### src/rtl/cam_pkg.sv
// Shared types and constants for the OV7670 stream generator.
package cam_pkg;

  typedef enum logic [2:0] {
    IDLE,
    VSYNC,
    VBP,
    ACTIVE,
    HBLANK,
    VFP
  } gen_state_t;

  typedef enum logic [1:0] {
    SOLID,
    RAMP,
    CHECKER,
    BARS
  } pattern_t;

  // Byte position within a YUYV pixel pair, taken from the low two bits of the byte counter.
  typedef enum logic [1:0] {
    Y0,
    U,
    Y1,
    V
  } yuv_phase_t;

  localparam logic [7:0] CHROMA_NEUTRAL = 8'h80;

endpackage

### src/rtl/ov7670_stream_gen_pixel.sv
// Test-pattern luma generator: pure function of pixel position and latched pattern.
module yuv_pattern_pixel
  import cam_pkg::*;
(
  input  logic [8:0] i_x,
  input  logic [8:0] i_y,
  input  pattern_t   i_pattern,
  input  logic [7:0] i_y_const,
  output logic [7:0] o_y
);

  // Only the low byte of x and bit 4 of y affect any pattern.
  logic w_unused;
  assign w_unused = ^{i_x[8], i_y[8:5], i_y[3:0]};

  // Select the luma value for the requested pattern.
  always_comb begin
    o_y = i_y_const;
    case (i_pattern)
      SOLID:   o_y = i_y_const;
      RAMP:    o_y = i_x[7:0];
      CHECKER: o_y = (i_x[4] ^ i_y[4]) ? 8'hF0 : 8'h10;
      BARS:    o_y = i_x[5] ? 8'hFF : 8'h00;
      default: o_y = i_y_const;
    endcase
  end

endmodule

### src/rtl/ov7670_stream_gen.sv
// OV7670 camera emulator: frame/line timing FSM driving vsync, href and YUYV bytes.
//
// state  | meaning
// IDLE   | stopped, all outputs low, waiting for enable
// VSYNC  | cam_vsync high for VSYNC_CYCLES
// VBP    | vertical back porch, outputs low
// ACTIVE | cam_href high, 2*H_ACTIVE bytes of Y U Y V
// HBLANK | line blanking after each active line
// VFP    | vertical front porch; enable decides restart or stop
module ov7670_stream_gen
  import cam_pkg::*;
#(
  parameter int H_ACTIVE     = 320,
  parameter int V_ACTIVE     = 240,
  parameter int H_BLANK      = 144,
  parameter int VSYNC_CYCLES = 1568,
  parameter int V_BP_CYCLES  = 784,
  parameter int V_FP_CYCLES  = 784
) (
  input  logic       cam_pclk,
  input  logic       rst_n,
  input  logic       enable,
  input  logic [1:0] pattern_sel,
  input  logic [7:0] y_const,
  output logic       cam_vsync,
  output logic       cam_href,
  output logic [7:0] cam_data,
  output logic       frame_start
);

  if (H_ACTIVE < 1 || H_ACTIVE > 511) begin : g_bad_h_active
    $error("H_ACTIVE out of range 1..511");
  end
  if (V_ACTIVE < 1 || V_ACTIVE > 511) begin : g_bad_v_active
    $error("V_ACTIVE out of range 1..511");
  end
  if (H_BLANK < 1 || H_BLANK > 65535) begin : g_bad_h_blank
    $error("H_BLANK out of range 1..65535");
  end
  if (VSYNC_CYCLES < 1 || VSYNC_CYCLES > 65535) begin : g_bad_vsync
    $error("VSYNC_CYCLES out of range 1..65535");
  end
  if (V_BP_CYCLES < 1 || V_BP_CYCLES > 65535) begin : g_bad_vbp
    $error("V_BP_CYCLES out of range 1..65535");
  end
  if (V_FP_CYCLES < 1 || V_FP_CYCLES > 65535) begin : g_bad_vfp
    $error("V_FP_CYCLES out of range 1..65535");
  end

  // Phase timers are loaded with duration-1 and leave the phase at terminal count zero.
  localparam logic [15:0] VSYNC_LOAD = 16'(VSYNC_CYCLES - 1);
  localparam logic [15:0] VBP_LOAD   = 16'(V_BP_CYCLES - 1);
  localparam logic [15:0] VFP_LOAD   = 16'(V_FP_CYCLES - 1);
  localparam logic [15:0] HB_LOAD    = 16'(H_BLANK - 1);
  localparam logic [9:0]  BYTE_LAST  = 10'(2 * H_ACTIVE - 1);
  localparam logic [8:0]  LINE_LAST  = 9'(V_ACTIVE - 1);

  gen_state_t r_state, w_state_nxt;
  logic [15:0] r_cnt, w_cnt_nxt;
  logic [9:0]  r_byte, w_byte_nxt;
  logic [8:0]  r_line, w_line_nxt;
  pattern_t    r_pat;
  logic [7:0]  r_yconst;
  logic        w_latch;
  logic        r_vsync, r_href, r_fs;
  logic [7:0]  r_data, w_data_nxt;
  logic [7:0]  w_pix_y;
  yuv_phase_t  w_phase;

  // Outputs are computed for the state being entered, so pixel lookup uses next-cycle indices.
  yuv_pattern_pixel u_pixel (
    .i_x       (w_byte_nxt[9:1]),
    .i_y       (w_line_nxt),
    .i_pattern (r_pat),
    .i_y_const (r_yconst),
    .o_y       (w_pix_y)
  );

  assign w_phase = yuv_phase_t'(w_byte_nxt[1:0]);

  // Next-state, timer, byte/line counter and output-data decode.
  always_comb begin
    w_state_nxt = r_state;
    w_cnt_nxt   = r_cnt;
    w_byte_nxt  = r_byte;
    w_line_nxt  = r_line;
    w_latch     = 1'b0;
    w_data_nxt  = 8'h00;
    case (r_state)
      IDLE: begin
        if (enable) begin
          w_state_nxt = VSYNC;
          w_cnt_nxt   = VSYNC_LOAD;
          w_latch     = 1'b1;
        end
      end
      VSYNC: begin
        if (r_cnt == 16'd0) begin
          w_state_nxt = VBP;
          w_cnt_nxt   = VBP_LOAD;
        end else begin
          w_cnt_nxt = r_cnt - 16'd1;
        end
      end
      VBP: begin
        if (r_cnt == 16'd0) begin
          w_state_nxt = ACTIVE;
          w_byte_nxt  = 10'd0;
          w_line_nxt  = 9'd0;
        end else begin
          w_cnt_nxt = r_cnt - 16'd1;
        end
      end
      ACTIVE: begin
        if (r_byte == BYTE_LAST) begin
          w_state_nxt = HBLANK;
          w_cnt_nxt   = HB_LOAD;
          w_byte_nxt  = 10'd0;
        end else begin
          w_byte_nxt = r_byte + 10'd1;
        end
      end
      HBLANK: begin
        if (r_cnt != 16'd0) begin
          w_cnt_nxt = r_cnt - 16'd1;
        end else if (r_line < LINE_LAST) begin
          w_state_nxt = ACTIVE;
          w_byte_nxt  = 10'd0;
          w_line_nxt  = r_line + 9'd1;
        end else begin
          w_state_nxt = VFP;
          w_cnt_nxt   = VFP_LOAD;
        end
      end
      VFP: begin
        if (r_cnt != 16'd0) begin
          w_cnt_nxt = r_cnt - 16'd1;
        end else if (enable) begin
          w_state_nxt = VSYNC;
          w_cnt_nxt   = VSYNC_LOAD;
          w_latch     = 1'b1;
        end else begin
          w_state_nxt = IDLE;
        end
      end
      default: begin
        w_state_nxt = IDLE;
        w_cnt_nxt   = 16'd0;
      end
    endcase
    if (w_state_nxt == ACTIVE) begin
      w_data_nxt = (w_phase == U || w_phase == V) ? CHROMA_NEUTRAL : w_pix_y;
    end
  end

  // State, counters, frame-latched settings and registered outputs.
  always_ff @(posedge cam_pclk or negedge rst_n) begin
    if (!rst_n) begin
      r_state  <= IDLE;
      r_cnt    <= 16'd0;
      r_byte   <= 10'd0;
      r_line   <= 9'd0;
      r_pat    <= SOLID;
      r_yconst <= 8'h00;
      r_vsync  <= 1'b0;
      r_href   <= 1'b0;
      r_fs     <= 1'b0;
      r_data   <= 8'h00;
    end else begin
      r_state <= w_state_nxt;
      r_cnt   <= w_cnt_nxt;
      r_byte  <= w_byte_nxt;
      r_line  <= w_line_nxt;
      if (w_latch) begin
        r_pat    <= pattern_t'(pattern_sel);
        r_yconst <= y_const;
      end
      r_vsync <= (w_state_nxt == VSYNC);
      r_href  <= (w_state_nxt == ACTIVE);
      r_fs    <= w_latch;
      r_data  <= w_data_nxt;
    end
  end

  assign cam_vsync   = r_vsync;
  assign cam_href    = r_href;
  assign cam_data    = r_data;
  assign frame_start = r_fs;

endmodule
### config.mk
export PLATFORM = sky130hd
export DESIGN_NAME = ov7670_stream_gen
export DESIGN_NICKNAME = d
export VERILOG_FILES = /design/src/rtl/cam_pkg.sv /design/src/rtl/ov7670_stream_gen_pixel.sv /design/src/rtl/ov7670_stream_gen.sv
export SDC_FILE = /design/constraint.sdc
export NUM_CORES = 1
export LEC_CHECK = 0
export CORE_UTILIZATION = 45
export CTS_BUF_LIST = sky130_fd_sc_hd__clkbuf_8
export CTS_CLUSTER_SIZE = 12
export DETAILED_ROUTE_END_ITERATION = 10
export HOLD_SLACK_MARGIN = 0.1
export PLACE_DENSITY_LB_ADDON = 0.2
export SETUP_SLACK_MARGIN = 0.05
export SKIP_LAST_GASP = 1
export SYNTH_ARGS = -nofsm -noshare
export SYNTH_HDL_FRONTEND = slang
export SYNTH_SLANG_ARGS = --single-unit
export TNS_END_PERCENT = 10
### constraint.sdc
create_clock -name cam_pclk -period 2.71 [get_ports cam_pclk]
set_input_delay 0.271 -clock cam_pclk [delete_from_list [all_inputs] [get_ports cam_pclk]]
set_output_delay 0.271 -clock cam_pclk [all_outputs]
set_load 0.01 [all_outputs]
==> results.py <==
metrics = {
    "cells_and_area": {
        "regArea_um2": 1480,
        "drive_gt1_share_pct": 14.1,
        "area_growth_pct": 20.6,
        "multi_input_area_um2": 1790,
        "stdcell_count": 524,
        "fin_nets": 438,
        "fin_util_pct": 56.0,
        "fillCellCount": 666,
        "num_antenna_cells": 0,
    },
    "clocking": {
        "clockBufferDepth": 2,
        "root_buffer": "clkbuf_8",
        "post_cts_buffers": 0,
        "cts-buffers-inserted": 9,
        "cts_num_sinks": 59,
        "cts_tree": "yes",
        "clk_latency_ns": 0.36,
        "htreeDepth": 3,
        "cts.clk_slew.worst_paths_ns": 0.07,
    },
    "synthesis": {
        "yosysWarningCount": 0,
        "synth_cells": 376,
        "synthTopCellsByArea": "dfrtp_1, nand2_1, o21ai_0",
        "ys_seq_elements": 59,
        "synth-edff-count": 0,
        "postSynthAreaPerCell_um2": 8.96,
        "synth_top_area_cell": "dfrtp_1",
        "synth_nets": 393,
        "synth_ff_type": "dfrtp_1",
        "async_flop_share_pct": 100,
        "yosysSeqAreaShare_pct": 43.8,
        "synth.top_cell.area_share_pct": 43.8,
        "ys_types": 63,
        "syn-cell-area_um2": 3370,
    },
    "timing": {
        "setup_tns_ns": 0,
        "setup_violations": 0,
        "finalMaxSlewViolations": 0,
        "rsz0062_at_grt": "true",
        "max_freq_mhz": 382,
        "worst_slew_pin_slew_ns": 0.988,
        "fin_crit_sh_pct": 96.5,
        "hold_viol": 0,
        "skew_ns": 0.00707,
        "min_period_ns": 2.61,
        "relSlewSlack_pct": 34.1,
    },
    "worst_setup_path": {
        "crit_path_end_kind": "flip-flop",
        "start_kind": "flip-flop",
        "max_stage_delay_ns": 0.50,
        "arrival_ns": 2.91,
        "path_depth": 8,
        "cp.required_ns": 3.00,
        "cp_max_fo": 13,
        "cp_num_buf_inv": 1,
        "crit_type": "reg -> reg",
        "path_delay_family": "simple AND/OR/NAND/NOR gates",
        "critPathSlowestCell": "or4_1",
        "reg2reg_depth": 8,
        "r2r_slack_ns": 0.1,
        "worstPathCellList": "nor4_4, and4_4, a41oi_1, a211o_4, nand2_8, inv_4, or4_1, nand4_1",
    },
    "floorplan": {
        "core_area_um2": 7250,
        "fp.dieH_um": 88.5,
        "start_util_pct": 46.4,
        "core.rowCount": 31,
        "dieArea_um2": 7830,
        "fp.dieW_um": 88.5,
        "top_level_ports": 24,
    },
    "placed_design": {
        "place_inst": 509,
        "globalplace.congestion": 0.897,
        "io_buffers": 23,
        "hpwl_um": 6510,
    },
    "global_route": {
        "grt_pass1_wl_um": 14800,
        "grt_max_degree": 44,
        "grt_pass1_vias": 2924,
        "antenna_found_initial": 0,
        "grt_usage_pct": 25.3,
        "overflow": 0,
    },
    "power": {
        "p_leak_nw": 1.71,
        "ir_worst_vdd_v": 0.000311,
        "pwr_density_cell_nw_per_um2": 457,
    },
    "drt": {
        "drt-pass1-iter-count": 7,
        "via_count": 3137,
        "post_drt_wl_per_cell_um": 17.2,
        "post_drt_via_cell_ratio": 5.99,
        "drt_iter0_drc": 191,
        "drc": 0,
        "ant_nets": 0,
        "wl_um": 8990,
    },
    "hold_path": {
        "hold_class": "in -> async",
    },
    "job": {
        "max_cap_viol_count": 0,
    },
    "status": {
        "status": "complete, no violations",
    },
}
==> flip-flops by register name (all words and copies together), names as in the netlist <==
register	cells
cam_data	8
cam_href	1
cam_vsync	1
frame_start	1
r_byte	10
r_cnt	16
r_line	9
r_pat	2
r_state	3
r_yconst	8
==> metal layers <==
| layer | vias to the layer above | track usage (%) | part of all wire, % |
|---|---|---|---|
| li1 | 1476 | - | - |
| met1 | 1544 | 36.9 | 49 |
| met2 | 103 | 36.0 | 44 |
| met3 | 14 | 5.13 | 5.7 |
| met4 | 0 | 12.0 | 2.0 |
| met5 | - | 0 | 0 |
==> stage by stage <==
step	hold WS, ns	area [um2]	setup WS [ns]	power [mW]
finish	0.0766	4060	0.0955	1.85
global route	0.178	4060	-0.0285	1.91
CTS	0.108	4060	0.0878	1.87
detailed placement	0.477	3830	0.134	0.939
global placement	0.474	3830	0.197	0.938
floorplan	-0.0246	3370	0.295	0.899
==> synth_stat cells, drive strengths merged, types with 3 or more instances <==
cell / n
and4: 3
mux2: 9
xnor2: 3
or3: 3
a21oi: 22
buf: 5
nand2: 48
o21ai: 36
and2: 7
a22o: 6
mux2i: 3
nand3: 14
nor4: 3
a211oi: 11
nor2: 41
nor3: 9
clkbuf: 6
dfrtp: 59
a31oi: 8
o211ai: 6
a41oi: 3
and3: 7
nand4: 5
o21a: 3
inv: 13
a41o: 3
ha: 4
==> repair_timing <==
action                                  CTS  global route
endpoints found under the setup margin    0            17
resized for setup                         0             1
hold buffers                              0             0
==> final timing paths <==
kind	from	to
max	r_cnt[10]$_DFFE_PN0P_	r_cnt[10]$_DFFE_PN0P_
min	rst_n	r_line[6]$_DFFE_PN0P_
max reg2reg	r_cnt[10]$_DFFE_PN0P_	r_cnt[10]$_DFFE_PN0P_
min reg2reg	r_byte[9]$_DFFE_PN0P_	r_byte[9]$_DFFE_PN0P_
max in group asynchronous	rst_n	r_byte[7]$_DFF_PN0_
min in group cam_pclk	pattern_sel[0]	r_pat[0]$_DFFE_PN0P_
==> cell families (layout without fill, tap and decap cells) <==
group	count (synthesis)	after routing	synth area share (%)
AO/OA/AOI/OAI	119	119	23.9
XOR/XNOR	3	3	0.780
adder cells (fa/ha/maj)	4	4	1.49
buffers and inverters	26	75	3.31
flip-flops	59	59	43.8
multiplexers	12	12	3.90
AND/OR/NAND/NOR	153	153	22.8
==> worst reg2reg max path: cells and delay by family, from the launching register on <==
family                 cells  cell delay [ns]
AO/OA/AOI/OAI              2             0.56
buffers and inverters      1             0.07
flip-flops                 1             0.48
AND/OR/NAND/NOR            5             1.43
==> placed cells by master, fill, tap and decap left out, types with 4 or more instances in the layout <==
master           Yosys  routed
dfrtp_1             59      59
and2_1               7       7
o211ai_1             6       6
a31oi_1              8       8
a211oi_1            11      11
o21ai_1              5       5
and3_1               7       7
nor2_1              41      41
nand2_1             46      46
clkbuf_8             0      11
o21ai_0             31      31
buf_4                0      22
inv_1               12      12
nor3_1               8       8
a22o_1               6       6
nand3_1             14      14
ha_1                 4       4
a21oi_1             22      22
clkdlybuf4s50_1      0      22
nand4_1              5       5
mux2_2               9       9
==> layout make-up <==
cell class | count | share of cell area [%]
clock buffer | 11 | 3.73
inverter | 15 | 1.45
timing repair buffer | 45 | 9.61
multi-input combinational | 291 | 44.0
sequential | 59 | 36.4
tap | 99 | 3.05
clock inverter | 4 | 1.82
==> power by group <==
group | leakage, nW | switching [mW] | internal, mW
sequential | 0.774 | 0 | 0.880
clock | 0.115 | 0.372 | 0.563
combinational | 0.822 | 0.0229 | 0.0169
total | 1.71 | 0.395 | 1.46
Power figures use the tool's default switching activity.
